## config.mk

```make
export PLATFORM = sky130hd
export DESIGN_NAME = dds_sweep_ctrl_flat
export DESIGN_NICKNAME = d
export VERILOG_FILES = /design/src/rtl/dds_sweep_ctrl_if.sv /design/src/rtl/dds_sweep_ctrl.sv /design/src/flat_wrapper.sv
export SDC_FILE = /design/constraint.sdc
export NUM_CORES = 1
export LEC_CHECK = 0
export ABC_AREA = 1
export BUFFER_PORTS_ARGS = -buffer_cell sky130_fd_sc_hd__buf_2
export CAP_MARGIN = 5
export CORE_MARGIN = 2
export CORE_UTILIZATION = 60
export DETAILED_ROUTE_END_ITERATION = 10
export PLACE_DENSITY = 0.77
export SYNTH_ARGS = -nofsm -noshare
export SYNTH_HDL_FRONTEND = slang
export SYNTH_SLANG_ARGS = --single-unit
export TNS_END_PERCENT = 30
```

## constraint.sdc

```tcl
create_clock -name clk -period 6.94 [get_ports clk]
set_input_delay 0.694 -clock clk [delete_from_list [all_inputs] [get_ports clk]]
set_output_delay 0.694 -clock clk [all_outputs]
set_load 0.05 [all_outputs]
```

## src/rtl/dds_sweep_ctrl_if.sv

```systemverilog
// Sweep controller bus: configuration/handshake inputs from the system
// controller and the registered tuning word / status outputs back to it.
interface dds_sweep_ctrl_if #(
  parameter int unsigned TUNE_WIDTH  = 16,
  parameter int unsigned DWELL_WIDTH = 16
);
  logic                   start;
  logic                   abort;
  logic                   continuous;
  logic [TUNE_WIDTH-1:0]  start_word;
  logic [TUNE_WIDTH-1:0]  stop_word;
  logic [TUNE_WIDTH-1:0]  step_word;
  logic [DWELL_WIDTH-1:0] dwell;
  logic [TUNE_WIDTH-1:0]  tuning_word;
  logic                   busy;
  logic                   done;
  logic                   step_strobe;

  // System controller side
  modport master (
    output start, abort, continuous, start_word, stop_word, step_word, dwell,
    input  tuning_word, busy, done, step_strobe
  );

  // Sweep sequencer side
  modport slave (
    input  start, abort, continuous, start_word, stop_word, step_word, dwell,
    output tuning_word, busy, done, step_strobe
  );
endinterface

```

## src/rtl/dds_sweep_ctrl.sv

```systemverilog
// DDS frequency-sweep sequencer. Steps the tuning word from start toward stop,
// holding each word for max(dwell,1) clocks, with single-shot or continuous
// repetition. Optional macro DDS_SWEEP_PINGPONG_EN makes continuous sweeps
// triangular instead of sawtooth.
module dds_sweep_ctrl #(
  parameter int unsigned TUNE_WIDTH  = 16,
  parameter int unsigned DWELL_WIDTH = 16
) (
  input logic             clk,
  input logic             RST,
  dds_sweep_ctrl_if.slave bus
);

  typedef logic [TUNE_WIDTH-1:0]  tune_t;
  typedef logic [DWELL_WIDTH-1:0] dwell_t;

  // The STEP decision is folded into the last DWELL cycle so word changes are
  // back-to-back; no separate cycle is spent in a step state.
  typedef enum logic [0:0] {StIdle, StDwell} state_e;

  state_e state_q, state_d;
  tune_t  tune_q, tune_d;
  tune_t  target_q, target_d;   // endpoint currently being approached
  tune_t  origin_q, origin_d;   // endpoint the current leg started from
  tune_t  step_q, step_d;
  dwell_t dwell_m1_q, dwell_m1_d;
  dwell_t cnt_q, cnt_d;
  logic   up_q, up_d;
  logic   cont_q, cont_d;
  logic   busy_q, busy_d;
  logic   done_q, done_d;
  logic   strobe_q, strobe_d;

  // One step toward target, clamped at target on overshoot or carry/borrow out.
  function automatic tune_t step_next(tune_t cur, tune_t target, tune_t step, logic up);
    logic [TUNE_WIDTH:0] ext;
    if (up) begin
      ext = {1'b0, cur} + {1'b0, step};
      if (ext[TUNE_WIDTH] || (ext[TUNE_WIDTH-1:0] > target)) return target;
    end else begin
      ext = {1'b0, cur} - {1'b0, step};
      if (ext[TUNE_WIDTH] || (ext[TUNE_WIDTH-1:0] < target)) return target;
    end
    return ext[TUNE_WIDTH-1:0];
  endfunction

  // Next-state and registered-output decode
  always_comb begin
    state_d    = state_q;
    tune_d     = tune_q;
    target_d   = target_q;
    origin_d   = origin_q;
    step_d     = step_q;
    dwell_m1_d = dwell_m1_q;
    cnt_d      = cnt_q;
    up_d       = up_q;
    cont_d     = cont_q;
    busy_d     = busy_q;
    done_d     = 1'b0;
    strobe_d   = 1'b0;
    unique case (state_q)
      StIdle: begin
        if (bus.start && !bus.abort) begin
          origin_d   = bus.start_word;
          target_d   = bus.stop_word;
          up_d       = (bus.stop_word >= bus.start_word);
          step_d     = (bus.step_word == '0) ? tune_t'(1) : bus.step_word;
          dwell_m1_d = (bus.dwell == '0) ? '0 : bus.dwell - dwell_t'(1);
          cnt_d      = (bus.dwell == '0) ? '0 : bus.dwell - dwell_t'(1);
          cont_d     = bus.continuous;
          tune_d     = bus.start_word;
          strobe_d   = 1'b1;
          busy_d     = 1'b1;
          state_d    = StDwell;
        end
      end
      StDwell: begin
        if (bus.abort) begin
          busy_d  = 1'b0;
          state_d = StIdle;
        end else if (cnt_q != '0) begin
          cnt_d = cnt_q - dwell_t'(1);
        end else if (tune_q != target_q) begin
          tune_d   = step_next(tune_q, target_q, step_q, up_q);
          strobe_d = 1'b1;
          cnt_d    = dwell_m1_q;
        end else if (!cont_q) begin
          done_d  = 1'b1;
          busy_d  = 1'b0;
          state_d = StIdle;
        end else begin
`ifdef DDS_SWEEP_PINGPONG_EN
          // Reverse: the endpoint just dwelled is not repeated.
          target_d = origin_q;
          origin_d = target_q;
          up_d     = ~up_q;
          tune_d   = step_next(tune_q, origin_q, step_q, ~up_q);
`else
          tune_d   = origin_q;
`endif
          strobe_d = 1'b1;
          cnt_d    = dwell_m1_q;
        end
      end
      default: state_d = StIdle;
    endcase
  end

  // State and output registers, asynchronously cleared
  always_ff @(posedge clk or posedge RST) begin
    if (RST) begin
      state_q    <= StIdle;
      tune_q     <= '0;
      target_q   <= '0;
      origin_q   <= '0;
      step_q     <= '0;
      dwell_m1_q <= '0;
      cnt_q      <= '0;
      up_q       <= 1'b0;
      cont_q     <= 1'b0;
      busy_q     <= 1'b0;
      done_q     <= 1'b0;
      strobe_q   <= 1'b0;
    end else begin
      state_q    <= state_d;
      tune_q     <= tune_d;
      target_q   <= target_d;
      origin_q   <= origin_d;
      step_q     <= step_d;
      dwell_m1_q <= dwell_m1_d;
      cnt_q      <= cnt_d;
      up_q       <= up_d;
      cont_q     <= cont_d;
      busy_q     <= busy_d;
      done_q     <= done_d;
      strobe_q   <= strobe_d;
    end
  end

  assign bus.tuning_word = tune_q;
  assign bus.busy        = busy_q;
  assign bus.done        = done_q;
  assign bus.step_strobe = strobe_q;

endmodule

```

## src/flat_wrapper.sv

```systemverilog
// flat-port wrapper written by rule: the top's interface ports become plain ports
module dds_sweep_ctrl_flat 
#(
  parameter int unsigned TUNE_WIDTH  = 16,
  parameter int unsigned DWELL_WIDTH = 16
)
  (clk, RST, bus_start, bus_abort, bus_continuous, bus_start_word, bus_stop_word, bus_step_word, bus_dwell, bus_tuning_word, bus_busy, bus_done, bus_step_strobe);
  dds_sweep_ctrl_if #(.TUNE_WIDTH(TUNE_WIDTH), .DWELL_WIDTH(DWELL_WIDTH)) bus_i ();
  input logic clk;
  input logic RST;
  input wire logic [$bits(bus_i.start)-1:0] bus_start;
  input wire logic [$bits(bus_i.abort)-1:0] bus_abort;
  input wire logic [$bits(bus_i.continuous)-1:0] bus_continuous;
  input wire logic [$bits(bus_i.start_word)-1:0] bus_start_word;
  input wire logic [$bits(bus_i.stop_word)-1:0] bus_stop_word;
  input wire logic [$bits(bus_i.step_word)-1:0] bus_step_word;
  input wire logic [$bits(bus_i.dwell)-1:0] bus_dwell;
  output wire logic [$bits(bus_i.tuning_word)-1:0] bus_tuning_word;
  output wire logic [$bits(bus_i.busy)-1:0] bus_busy;
  output wire logic [$bits(bus_i.done)-1:0] bus_done;
  output wire logic [$bits(bus_i.step_strobe)-1:0] bus_step_strobe;
  assign bus_i.start = bus_start;
  assign bus_i.abort = bus_abort;
  assign bus_i.continuous = bus_continuous;
  assign bus_i.start_word = bus_start_word;
  assign bus_i.stop_word = bus_stop_word;
  assign bus_i.step_word = bus_step_word;
  assign bus_i.dwell = bus_dwell;
  assign bus_tuning_word = bus_i.tuning_word;
  assign bus_busy = bus_i.busy;
  assign bus_done = bus_i.done;
  assign bus_step_strobe = bus_i.step_strobe;
  dds_sweep_ctrl #(.TUNE_WIDTH(TUNE_WIDTH), .DWELL_WIDTH(DWELL_WIDTH)) u_core (.clk(clk), .RST(RST), .bus(bus_i));
endmodule
```

==> Word-level counts from Yosys, hierarchy flattened <==
Cells that the tools add are included.
{ "word_totals": {"register_bits": 102, "out_inout_bits": 19} }
{ "op_classes": {"addsub": 4, "magnitude_cmp": 3, "eq_ne": 9, "mux": 46, "n_bitwise": 1, "n_reduce_logical": 11} }
{ "ops": {"columns": ["op", "count"], "rows": [
  ["two-way mux 16 bit", 17],
  ["case mux 16 bit (2 select lines)", 2],
  ["logical NOT 16 bit", 2],
  ["subtractor 16 x 1 -> 16 bit (second input constant)", 2],
  ["two-way mux 1 bit", 24],
  ["adder 16 x 16 -> 17 bit", 1],
  ["subtractor 16 x 16 -> 17 bit", 1],
  ["greater-or-equal comparator 16 bit", 1],
  ["> comparator 16 bit", 1],
  ["less-than comparator 16 bit", 1],
  ["!= test 16 bit", 1],
  ["nonzero test 16 bit", 1],
  ["!= test 3 bit (second input constant)", 4],
  ["AND reduction 4 bit", 2],
  ["case mux 1 bit (2 select lines)", 3],
  ["!= test 2 bit (second input constant)", 2],
  ["!= test 4 bit (second input constant)", 1],
  ["AND reduction 3 bit", 1],
  ["logical OR 1 bit", 2],
  ["!= test 2 x 1 -> 1 bit (second input constant)", 1],
  ["AND reduction 2 bit", 1],
  ["logical AND 1 bit", 1],
  ["logical NOT 1 bit", 1],
  ["NOT 1 bit", 1]
]} }

==> Longest topological paths before layout <==
Gate-level depths: netlist (run 1).
{ "depth": {"word_depth": 14, "ltp_mapped": 27} }

==> Worst setup path before layout (run 1) <==
Ideal clock, no wire load.
{ "synth_path": {"kind": "register to register", "startpoint": "register u_core.tune_q[0] (netlist: u_core.bus.tuning_word[0])", "endpoint": "register u_core.tune_q[0] (netlist: u_core.bus.tuning_word[0])", "setup_time_ps": 120, "arrival_ps": 3206, "required_time_ps": 6820, "setup_slack_ps": 3614, "stages_incl_launch_ff": 21, "path_buffers": 1, "cell_sequence": "dfrtp_1 > ha_1 > fa_1 > nand2_1 > nand2_1 > nand2_1 > nand2_1 > nand2_1 > nand3_1 > and2_1 > ha_1 > nand2_1 > nor3_1 > nand3_1 > nand2_1 > nand3_4 > buf_2 > nand3_1 > nand3_2 > nand2_2 > a21oi_2"} }
{ "synth_via": {"elab_chain_len": 14, "elab_cells_between_ends": 22} }
{ "synth_rtl": {"columns": ["element", "line", "text"], "rows": [
  ["start: declaration", "dds_sweep_ctrl.sv:22", "tune_t tune_q, tune_d;"],
  ["start signal: assignment", "dds_sweep_ctrl.sv:126", "tune_q <= tune_d;"],
  ["subtractor 16 x 16 -> 17 bit or adder 16 x 16 -> 17 bit (tied branches)", "dds_sweep_ctrl.sv:41, dds_sweep_ctrl.sv:38", null],
  ["less-than comparator 16 bit or > comparator 16 bit (tied branches)", "dds_sweep_ctrl.sv:42, dds_sweep_ctrl.sv:39", null],
  ["logical OR 1 bit (on tied branches)", "dds_sweep_ctrl.sv:42, dds_sweep_ctrl.sv:39", null],
  ["two-way mux 1 bit (on tied branches)", "dds_sweep_ctrl.sv:42, dds_sweep_ctrl.sv:39", null],
  ["two-way mux 1 bit", "dds_sweep_ctrl.sv:37", "if (up) begin"],
  ["two-way mux 1 bit", "dds_sweep_ctrl.sv:83", "end else if (tune_q != target_q) begin"],
  ["two-way mux 1 bit", "dds_sweep_ctrl.sv:81", "end else if (cnt_q != '0) begin"],
  ["two-way mux 1 bit", "dds_sweep_ctrl.sv:78", "if (bus.abort) begin"],
  ["two-way mux 1 bit", "dds_sweep_ctrl.sv:61", "unique case (state_q)"],
  ["two-way mux 16 bit", "dds_sweep_ctrl.sv:44", "return ext[TUNE_WIDTH-1:0];"],
  ["two-way mux 16 bit", "dds_sweep_ctrl.sv:83", null],
  ["two-way mux 16 bit", "dds_sweep_ctrl.sv:81", null],
  ["two-way mux 16 bit", "dds_sweep_ctrl.sv:78", null],
  ["case mux 16 bit (2 select lines)", "dds_sweep_ctrl.sv:61", null]
]} }
Several ways; a longest one is shown, not always the timed one. The select of a mux whose other input is x is not followed.
A chain may end at the register's enable or synchronous reset.

==> Final worst setup path (run 1) <==
{ "layout_path": {"startpoint": "register u_core.tune_q[1] (netlist: u_core.bus.tuning_word[1])", "endpoint": "register u_core.tune_q[12] (netlist: u_core.bus.tuning_word[12])"} }
Same word-level chain as after synthesis.

==> metrics.yaml, run 1 <==
status: "complete, no violations"
synth_top_area_cell: "dfrtp_1"
netlist_area_sq_um: 9130
dieWidth_um: 127
synth_top_area_share_pct: 27.9
initial_utilization_pct: 60.8
cp_slowest_cell: "dfrtp_1"
worst-slew-pin-transition_ns: 1.15
drt_pre_antenna_iters: 5
clock-skew-final_ns: 0.0103
slew_violations: 0
post-route-drc-count: 0
io_pins: 88
coreArea_sq_um: 15000
insertion_delay_ns: 0.37
total_leakage_power_nw: 5.55
nets: 1585
grt_use_total_pct: 31.5
drt_iter0_markers: 584
cp.arrival_ns: 3.99
route.antenna.remaining_nets: 0
antenna_found_initial: 0
num_rows: 45
max_cap_viol_count: 0
min_period_over_period_pct: 53.3
synth_nets: 1529
yosysMostFrequentCell: "nand2_1"
seqPwrFrac_pct: 23.8
viasPerCell: 5.42
ys_seq_elements: 102
cts_tree: "done"
power.density_nw_per_um2: 348
ys_async_sr_fraction_pct: 100
grt_pass1_vias: 8444
drive_gt1_share_pct: 12.5
cpPeakStageDelay_ns: 0.50
synth_edf_count: 0
cts_resized: 0
hold_viol: 0
startpoint_type: "flop"
crit_type: "flop to flop"
clockBufferDepth: 2
crit_path_end_kind: "flop"
max_freq_ghz: 0.271
drt_wl_total_um: 24500
ir_drop_v: 0.000171
clkSlewWorstSetupHoldPaths_ns: 0.08
top_layer: "met4"
globalplace.congestion: 0.995
synth.area.top_cells: "dfrtp_1 (28%), nand2_1 (16%), ha_1 (11%)"
cts_setup_buffers: 0
period_needed_ns: 3.70
path_max_fanout: 17
cts_buffers: 9
grt_first_pass_wirelength_um: 40800
setup_slack_ns: 3.24
cpMostUsedCell: "nand2_1"
pre_cts_slack_ns: 3.31
dp_hpwl_um: 19100
cp_cell_sequence: "ha_1 > o21ai_0 > nand3_1 > nand2_1 > nand3_1 > nand2_1 > nand2_1 > and2_1 > ha_1 > nand2_1 > nand2_1 > nand3_1 > nand2_1 > a21oi_1 > nand2_1 > nand2_1 > nand3_4 > nand2_4 > nand2_1 > nand3_1 > nand2_1 > a21oi_1"
areaGrowthSynthToFinish_pct: 8.84
holdCritPathClass: "input pin to asynchronous set/reset pin"
slew_headroom_pct: 23.0
tns_ns: 0
r2r_slack_ns: 3.24
wl_met3_um: 1040
cp_num_buf_inv: 0
clkSinkCount: 102
overflow: 0
power_frac_comb_pct: 59.9
synth_cell_types: 49
cts_hold_buf: 0
portBuffers: 87
wl_met1_um: 10900
synth-main-ff-cell: "dfrtp_1"
setup_viol: 0
wl_per_cell_um: 15.1
netlist_top_cells_count: "nand2_1 (381), inv_1 (207), nor2_1 (114), o21ai_0 (112), dfrtp_1 (102)"
netlist_instances: 1376
swShare_pct: 50.3
dieArea_sq_um: 16200
dr_wl_met2_um: 11700
via_count: 8810
htreeDepth: 3
netSwitchingPower_mw: 1.74
grt_max_degree: 74
cp.required_ns: 7.23
die_y_um: 127
avgSynthCellArea_sq_um: 6.64
cts_root_buf: "clkbuf_16"
grt_setup_unrepaired: "false"
pwr-share-clk_pct: 16.4
yosysSeqAreaShare_pct: 27.9
n_antenna_cell: 0
synth_warnings: 0
internal_power_mw: 1.72
cp_top_family: "simple AND/OR/NAND/NOR gates"
## metal layers
metal	GRT usage [%]	vias to the layer above
li1	-	4480
met1	40.4	4017
met2	54.2	247
met3	4.36	66
met4	11.9	0
met5	0	-
## layout by cell type (no fill, tap or decap), types with 5 or more instances in the layout
cell	count
nand2_1	380
inv_1	206
nor2_1	114
o21ai_0	112
dfrtp_1	102
buf_2	87
nand3_1	83
ha_1	82
a21oi_1	56
nand2_2	25
xor2_1	24
nand4_1	18
nor3_1	16
and2_1	13
nand3_2	12
a21oi_2	11
clkbuf_16	9
xnor2_1	8
inv_2	7
nor4_1	7
or2_2	6
o21ai_1	5
buf_4	5
## final timing paths
kind / startpoint / end / cells after the start
worst min register to register: u_core.origin_q[11] / u_core.origin_q[11] / 2
worst max register to register: u_core.bus.tuning_word[1] / u_core.bus.tuning_word[12] / 22
min in group clk: u_core.origin_q[11] / u_core.origin_q[11] / 2
worst max-delay path: u_core.bus.tuning_word[1] / u_core.bus.tuning_word[12] / 22
worst min-delay path: RST / u_core.dwell_m1_q[0] / 2
max in group asynchronous: RST / u_core.step_q[12] / 3
## power by group through the flow
stage / Combinational (mW) / Clock (mW) / Sequential, mW
floorplan: 1.53 / 0 / 0.890
global placement: 2.00 / 0 / 0.827
detailed placement: 2.04 / 0 / 0.829
CTS: 2.06 / 0.576 / 0.819
global route: 2.36 / 0.600 / 0.837
finish: 2.07 / 0.566 / 0.823
## cells by family after synthesis
| kind of cell | share of synthesized area [%] |
|---|---|
| AND/OR/NAND/NOR | 33.2 |
| buffers and inverters | 11.3 |
| AO/OA/AOI/OAI | 12.8 |
| flip-flops | 27.9 |
| adder cells (fa/ha/maj) | 11.7 |
| XOR/XNOR | 3.07 |
## registers in the layout (all words and copies together), names as in the netlist
signal,flops
u_core.bus.done,1
u_core.target_q,16
u_core.cnt_q,16
u_core.bus.step_strobe,1
u_core.state_q,1
u_core.up_q,1
u_core.dwell_m1_q,16
u_core.bus.tuning_word,16
u_core.step_q,16
u_core.bus.busy,1
u_core.origin_q,16
u_core.cont_q,1
## metrics by stage
step	util (%)	std cells	power [mW]	hold slack (ns)	cell area [sq um]
after CTS	66.1	1625	3.45	0.331	9940
after global placement	64.0	1609	2.83	0.458	9610
final	66.1	1625	3.46	0.316	9940
after detailed placement	64.0	1609	2.87	0.460	9610
after floorplan	-	1376	2.42	0.444	9130
after global routing	66.1	1625	3.79	0.343	9940
## layout make-up
| class | instances | area [sq um] |
|---|---|---|
| tap | 188 | 235 |
| timing repair buffer | 92 | 473 |
| sequential | 102 | 2550 |
| multi-input combinational | 1013 | 5550 |
| clock inverter | 6 | 87.6 |
| inverter | 214 | 806 |
| fill | 1462 | 5090 |
| clock buffer | 10 | 239 |
Power figures use the tool's default switching activity.
==> inputs of run 2 (changes only) <==
--- a/config.mk
+++ b/config.mk
@@ -9,9 +9,9 @@
 export BUFFER_PORTS_ARGS = -buffer_cell sky130_fd_sc_hd__buf_2
 export CAP_MARGIN = 5
 export CORE_MARGIN = 2
-export CORE_UTILIZATION = 60
+export CORE_UTILIZATION = 55
 export DETAILED_ROUTE_END_ITERATION = 10
-export PLACE_DENSITY = 0.77
+export PLACE_DENSITY = 0.74
 export SYNTH_ARGS = -nofsm -noshare
 export SYNTH_HDL_FRONTEND = slang
 export SYNTH_SLANG_ARGS = --single-unit
==> constraint.sdc (replaced) <==
create_clock -name clk -period 3.2 [get_ports clk]
set_input_delay 0.32 -clock clk [delete_from_list [all_inputs] [get_ports clk]]
set_output_delay 0.32 -clock clk [all_outputs]
set_load 0.05 [all_outputs]
==> run 2 against run 1 <==
Compared with the run above: the run now ends with setup timing left; clock skew fell by 0.00097 ns; non-clock buffer count rose by 80; worst setup slack got worse by 3.4 ns; combinational power rose to 3.2 times the previous value; die area rose by 8.8%; first-iteration DRC count rose by 28%; cell area rose by 16%; critical path depth rose by 1; count of clock-buffer cells in the layout did not move; largest power group unchanged.
==> metrics.yaml, run 2 (same netlist as run 1, synthesis figures left out) <==
status: "complete, but fails checks"
failed_checks: "setup timing"
cts_hold_buf: 0  # unchanged
slew_headroom_pct: 53.9  # +31 points
io_pins: 88  # unchanged
n_antenna_cell: 0  # unchanged
max_cap_viol_count: 0  # unchanged
cp.arrival_ns: 3.58  # -0.41 ns
portBuffers: 87  # unchanged
cpPeakStageDelay_ns: 0.42  # -0.08 ns
total_leakage_power_nw: 6.08  # +9.6%
die_y_um: 133  # +4.3%
clockBufferDepth: 2  # unchanged
hold_viol: 0  # unchanged
placed_cells: 1693  # +5.2%
grt_setup_unrepaired: "true"
viasPerCell: 5.48  # +1.1%
nets: 1666  # +5.1%
period_needed_ns: 3.34  # -0.356 ns
crit_path_end_kind: "flop"
setup_viol: 16  # +16
coreArea_sq_um: 16400  # +9.1%
holdCritPathClass: "input pin to asynchronous set/reset pin"
initial_utilization_pct: 55.7  # -5.1 points
cp_top_family: "simple AND/OR/NAND/NOR gates"
grt_pass1_vias: 9161  # +8.5%
cts_buffers: 9  # unchanged
grt_use_total_pct: 32.3  # +0.75 points
via_count: 9529  # +8.2%
post-route-drc-count: 0  # unchanged
clkSlewWorstSetupHoldPaths_ns: 0.08  # about the same
wl_per_cell_um: 16.5  # +9.7%
setup_slack_ns: -0.140  # -3.38 ns
crit_type: "flop to flop"
cp.required_ns: 3.44  # -3.79 ns
route.antenna.remaining_nets: 0  # unchanged
clkSinkCount: 102  # unchanged
ir_drop_v: 0.000443  # +160%
min_period_over_period_pct: 104  # +51 points
worst-slew-pin-transition_ns: 0.691  # -0.464 ns
drt_wl_total_um: 28800  # +17%
placed_cell_area_sq_um: 10100  # +4.9%
cts_tree: "done"
htreeDepth: 3  # unchanged
cpMostUsedCell: "nand2_2"
fin_cells: 1738  # +7.0%
mostFrequentLayoutCells: "nand2_1 (346), inv_1 (196), nor2_1 (108)"
slew_violations: 0  # unchanged
pre_cts_slack_ns: -0.275  # -3.59 ns
globalplace.congestion: 0.989  # -0.56%
max_freq_ghz: 0.299  # +11%
cts_root_buf: "clkbuf_16"
finalInstanceArea_sq_um: 11600  # +16%
areaGrowthSynthToFinish_pct: 26.5
cp_slowest_cell: "dfrtp_1"
antenna_found_initial: 0  # unchanged
drt_pre_antenna_iters: 5  # unchanged
utilization_pct: 70.4  # +4.3 points
insertion_delay_ns: 0.36  # about the same
dieArea_sq_um: 17700  # +8.8%
reg2reg_from: "u_core.step_q[1]"
layout_commonest_cell: "nand2_1"
num_rows: 47  # +4.4%
dp_hpwl_um: 20200  # +5.7%
path_max_fanout: 8  # -9
cp_cell_sequence: "buf_6 > ha_1 > nor2_1 > o21ai_1 > buf_4 > nand3_2 > nand2_2 > buf_4 > xor2_2 > ha_1 > nand2_2 > nor2_1 > nor2_1 > nand2_1 > nand2_1 > nand2_1 > nand2_2 > nand3_4 > buf_12 > nand3_2 > nand3_2 > nand2_2 > a21oi_4"
startpoint_type: "flop"
power.density_nw_per_um2: 828  # +140%
dieWidth_um: 133  # +4.3%
overflow: 0  # unchanged
cp_num_buf_inv: 4  # +4
whs_ns: 0.0225  # -0.293 ns
drt_iter0_markers: 750  # +28%
fin_total_pwr_mw: 9.57  # +180%
grt_max_degree: 77  # +4.1%
drive_gt1_share_pct: 27.5  # +15 points
clock-skew-final_ns: 0.00935  # -0.000974 ns
grt_first_pass_wirelength_um: 45400  # +11%
crit_start: "u_core.step_q[1]"
tns_ns: -1.48  # -1.48 ns
[run 2: cell types whose count changed in the layout (fill, tap and decap cells not counted), sizes merged]
| cell | previous run | this run |
|---|---|---|
| clkinv | 1 | 2 |
| nand2 | 406 | 407 |
| buf | 92 | 172 |
| inv | 217 | 216 |
[run 2: final timing paths]
| path | endpoint | slack, ns | cells past startpoint |
|---|---|---|---|
| min in group clk | u_core.bus.done | 0.13 | 2 |
| worst max register to register | u_core.bus.tuning_word[8] | -0.14 | 23 |
| max in group asynchronous | u_core.bus.tuning_word[13] | 2.33 | 3 |
| worst min-delay path | u_core.bus.step_strobe | 0.02 | 2 |
| worst min register to register | u_core.origin_q[11] | 0.48 | 2 |
| worst max-delay path | u_core.bus.tuning_word[8] | -0.14 | 23 |
[run 2: area by class of cell]
cell class | instances | area, sq um
Clock buffer | 10 | 239
Clock inverter | 6 | 75.1
Fill cell | 1280 | 4850
Inverter | 214 | 807
Multi-Input combinational cell | 1014 | 6400
Sequential cell | 102 | 2570
Tap cell | 220 | 275
Timing Repair Buffer | 172 | 1190
[run 2: power by group]
group          internal [mW]  switching (mW)  total (mW)
registers               1.53           0.228        1.76
logic                   2.70            3.90        6.59
clock network          0.644           0.571        1.21
[run 2: worst register-to-register path: cells and delay by family (launching register included)]
family	cells	cell delay, ns
xor+xnor	1	0.15
simple gates	14	1.32
flops	1	0.42
fa+ha+maj	2	0.52
compound gates	2	0.15
buf+inv	4	0.68
[run 2: layer usage]
layer | part of all wire [%] | track usage (%) | vias to the layer above
met4 | 3.8 | 11.0 | 0
met1 | 42 | 41.9 | 4423
met5 | 0 | 0 | -
li1 | - | - | 4647
met3 | 6.6 | 4.98 | 79
met2 | 47 | 54.9 | 380
[run 2: what timing repair did]
| action | CTS | global route |
|---|---|---|
| hold endpoints to repair | 0 | 0 |
| resized for setup | 80 | 117 |
| endpoints found under the setup margin | 16 | 16 |
| setup buffers | 19 | 8 |
| gates cloned | 3 | 0 |
| pin swaps | 46 | 49 |
==> inputs of run 3 (changes only) <==
--- a/config.mk
+++ b/config.mk
@@ -15,4 +15,3 @@
 export SYNTH_ARGS = -nofsm -noshare
 export SYNTH_HDL_FRONTEND = slang
 export SYNTH_SLANG_ARGS = --single-unit
-export TNS_END_PERCENT = 30
==> run 3 against run 2 <==
Compared with the run above: the flow still finishes with violations (setup timing); die area is the same; utilization grew 0.67 points; hold slack gained 0.0030 ns; register-to-register slack gained 0.04 ns; clock skew grew 0.00064 ns; count of clock-buffer cells in the layout is the same; clock power is essentially flat; global-route usage grew 0.11 points; power grew 1.1%; sequential power is essentially flat; maximum frequency grew 1.1%.
==> metrics.yaml, run 3 (same netlist as run 1, synthesis figures left out) <==
status: "complete, but fails checks"
failed_checks: "setup timing"
viasPerCell: 5.51  # +0.58%
multi_input_area_sq_um: 6500  # +1.6%
drt_iter0_markers: 786  # +4.8%
antenna_found_initial: 0  # unchanged
tns_ns: -1.03  # +0.454 ns
drt_pre_antenna_iters: 5  # unchanged
ir_drop_v: 0.000448  # +1.1%
r2r_slack_ns: -0.10  # +0.04 ns
hold_viol: 0  # unchanged
insertion_delay_ns: 0.36  # about the same
clkSinkCount: 102  # unchanged
num_rows: 47  # unchanged
placed_cell_area_sq_um: 10100  # unchanged
grt_setup_unrepaired: "true"
setup_slack_ns: -0.102  # +0.0373 ns
grt_max_degree: 77  # unchanged
coreArea_sq_um: 16400  # unchanged
clock-skew-final_ns: 0.00998  # +0.000638 ns
power.density_nw_per_um2: 830  # +0.15%
die_y_um: 133  # unchanged
reg2reg_to: "u_core.bus.tuning_word[5]"
route.antenna.remaining_nets: 0  # unchanged
drive_gt1_share_pct: 28.6  # +1.1 points
crit_path_end_kind: "flop"
cts_root_buf: "clkbuf_16"
layout_commonest_cell: "nand2_1"
utilization_pct: 71.1  # +0.67 points
worst-slew-pin-transition_ns: 0.688  # -0.00285 ns
total_leakage_power_nw: 6.13  # +0.86%
wl_per_cell_um: 16.6  # +0.33%
initial_utilization_pct: 55.7  # unchanged
slew_headroom_pct: 54.1  # +0.19 points
portBuffers: 87  # unchanged
rr_worst_depth: 22  # -4.3%
finalInstanceArea_sq_um: 11700  # +0.95%
final-seq-area_sq_um: 2570  # unchanged
dieWidth_um: 133  # unchanged
fin_cells: 1740  # +0.12%
clkSlewWorstSetupHoldPaths_ns: 0.08  # about the same
holdCritPathClass: "input pin to asynchronous set/reset pin"
n_antenna_cell: 0  # unchanged
crit_type: "flop to flop"
overflow: 0  # unchanged
reg2reg_from: "u_core.step_q[2]"
cp.arrival_ns: 3.57  # about the same
htreeDepth: 3  # unchanged
max_cap_viol_count: 0  # unchanged
min_period_over_period_pct: 103  # -1.2 points
globalplace.congestion: 0.989  # unchanged
fillers: 1257  # -1.8%
grt_use_total_pct: 32.4  # +0.11 points
max_freq_ghz: 0.303  # +1.1%
cts_hold_buf: 0  # unchanged
cts_buffers: 9  # unchanged
grt_first_pass_wirelength_um: 45600  # +0.35%
io_pins: 88  # unchanged
via_count: 9595  # +0.69%
dp_hpwl_um: 20200  # unchanged
cts_tree: "done"
cp.required_ns: 3.47  # +0.03 ns
grt_pass1_vias: 9176  # +0.16%
clockBufferDepth: 2  # unchanged
setup_viol: 16  # unchanged
post-route-drc-count: 0  # unchanged
areaGrowthSynthToFinish_pct: 27.7
slew_violations: 0  # unchanged
nets: 1668  # +0.12%
drt_wl_total_um: 28900  # +0.45%
path_max_fanout: 8  # unchanged
mostFrequentLayoutCells: "nand2_1 (344), inv_1 (195), nor2_1 (107)"
dieArea_sq_um: 17700  # unchanged
startpoint_type: "flop"
period_needed_ns: 3.30  # -0.0373 ns
placed_cells: 1693  # unchanged
## run 3: how the worst max path moves through the flow
stage                                from                    endpoint  cells past startpoint
3_3_place_gp    u_core.bus.tuning_word[2]   u_core.bus.tuning_word[8]                     22
4_1_cts         u_core.bus.tuning_word[0]   u_core.bus.tuning_word[8]                     24
3_5_place_dp    u_core.bus.tuning_word[0]   u_core.bus.tuning_word[8]                     24
6_report                 u_core.step_q[2]   u_core.bus.tuning_word[5]                     22
5_1_grt                  u_core.step_q[2]  u_core.bus.tuning_word[15]                     22
2_1_floorplan  u_core.bus.tuning_word[11]   u_core.bus.tuning_word[0]                     20
## run 3: critical path, stage by stage, from the launching register on
cell and delay (ns):
dfrtp_1 0.40, inv_1 0.13, ha_4 0.24, a21oi_1 0.18, nand2_2 0.11, nand2_1 0.09, nand2_2 0.11, nand3_2 0.11
nand3_1 0.10, and2_1 0.18, ha_1 0.30, nand2_1 0.07, inv_1 0.04, o21ai_2 0.14, a21oi_2 0.07, nor2_1 0.12
nand2_2 0.08, nand3_4 0.18, buf_12 0.18, nand3_2 0.07, nand3_2 0.08, nand2_2 0.05, a21oi_2 0.17
## run 3: metrics by stage
stage	hold slack, ns	worst slack [ns]	power, mW
after global placement	0.428	-0.157	6.56
final	0.0255	-0.102	9.68
after floorplan	0.386	0.00703	5.27
after CTS	0.0387	-0.0168	8.61
after global routing	0.0848	-0.269	10.3
after detailed placement	0.435	-0.275	6.62
## run 3: area by class of cell
| class | count | area share (%) |
|---|---|---|
| Sequential cell | 102 | 22.0 |
| Multi-Input combinational cell | 1014 | 55.8 |
| Inverter | 214 | 6.92 |
| Clock buffer | 10 | 2.05 |
| Clock inverter | 6 | 0.644 |
| Timing Repair Buffer | 174 | 10.2 |
| Tap cell | 220 | 2.36 |
## run 3: where the power goes
| part | total [mW] | switching, mW | internal [mW] |
|---|---|---|---|
| logic | 6.69 | 3.97 | 2.71 |
| registers | 1.77 | 0.238 | 1.53 |
| clock network | 1.22 | 0.573 | 0.644 |
## run 3: what timing repair did
item | CTS | global route
pin swaps | 54 | 75
endpoints found under the setup margin | 16 | 16
buffers inserted | 19 | 10
gates resized for setup | 87 | 134
gates cloned | 3 | 0
## run 3: per-layer routing
| metal | vias to the layer above | routed length (um) | track usage [%] | part of all wire, % |
|---|---|---|---|---|
| met2 | 394 | 13900 | 55.3 | 48 |
| met4 | 0 | 836 | 10.6 | 2.9 |
| met1 | 4479 | 12200 | 42.1 | 42 |
| met3 | 60 | 1880 | 4.98 | 6.5 |
| met5 | - | 0 | 0 | 0 |
| li1 | 4662 | - | - | - |
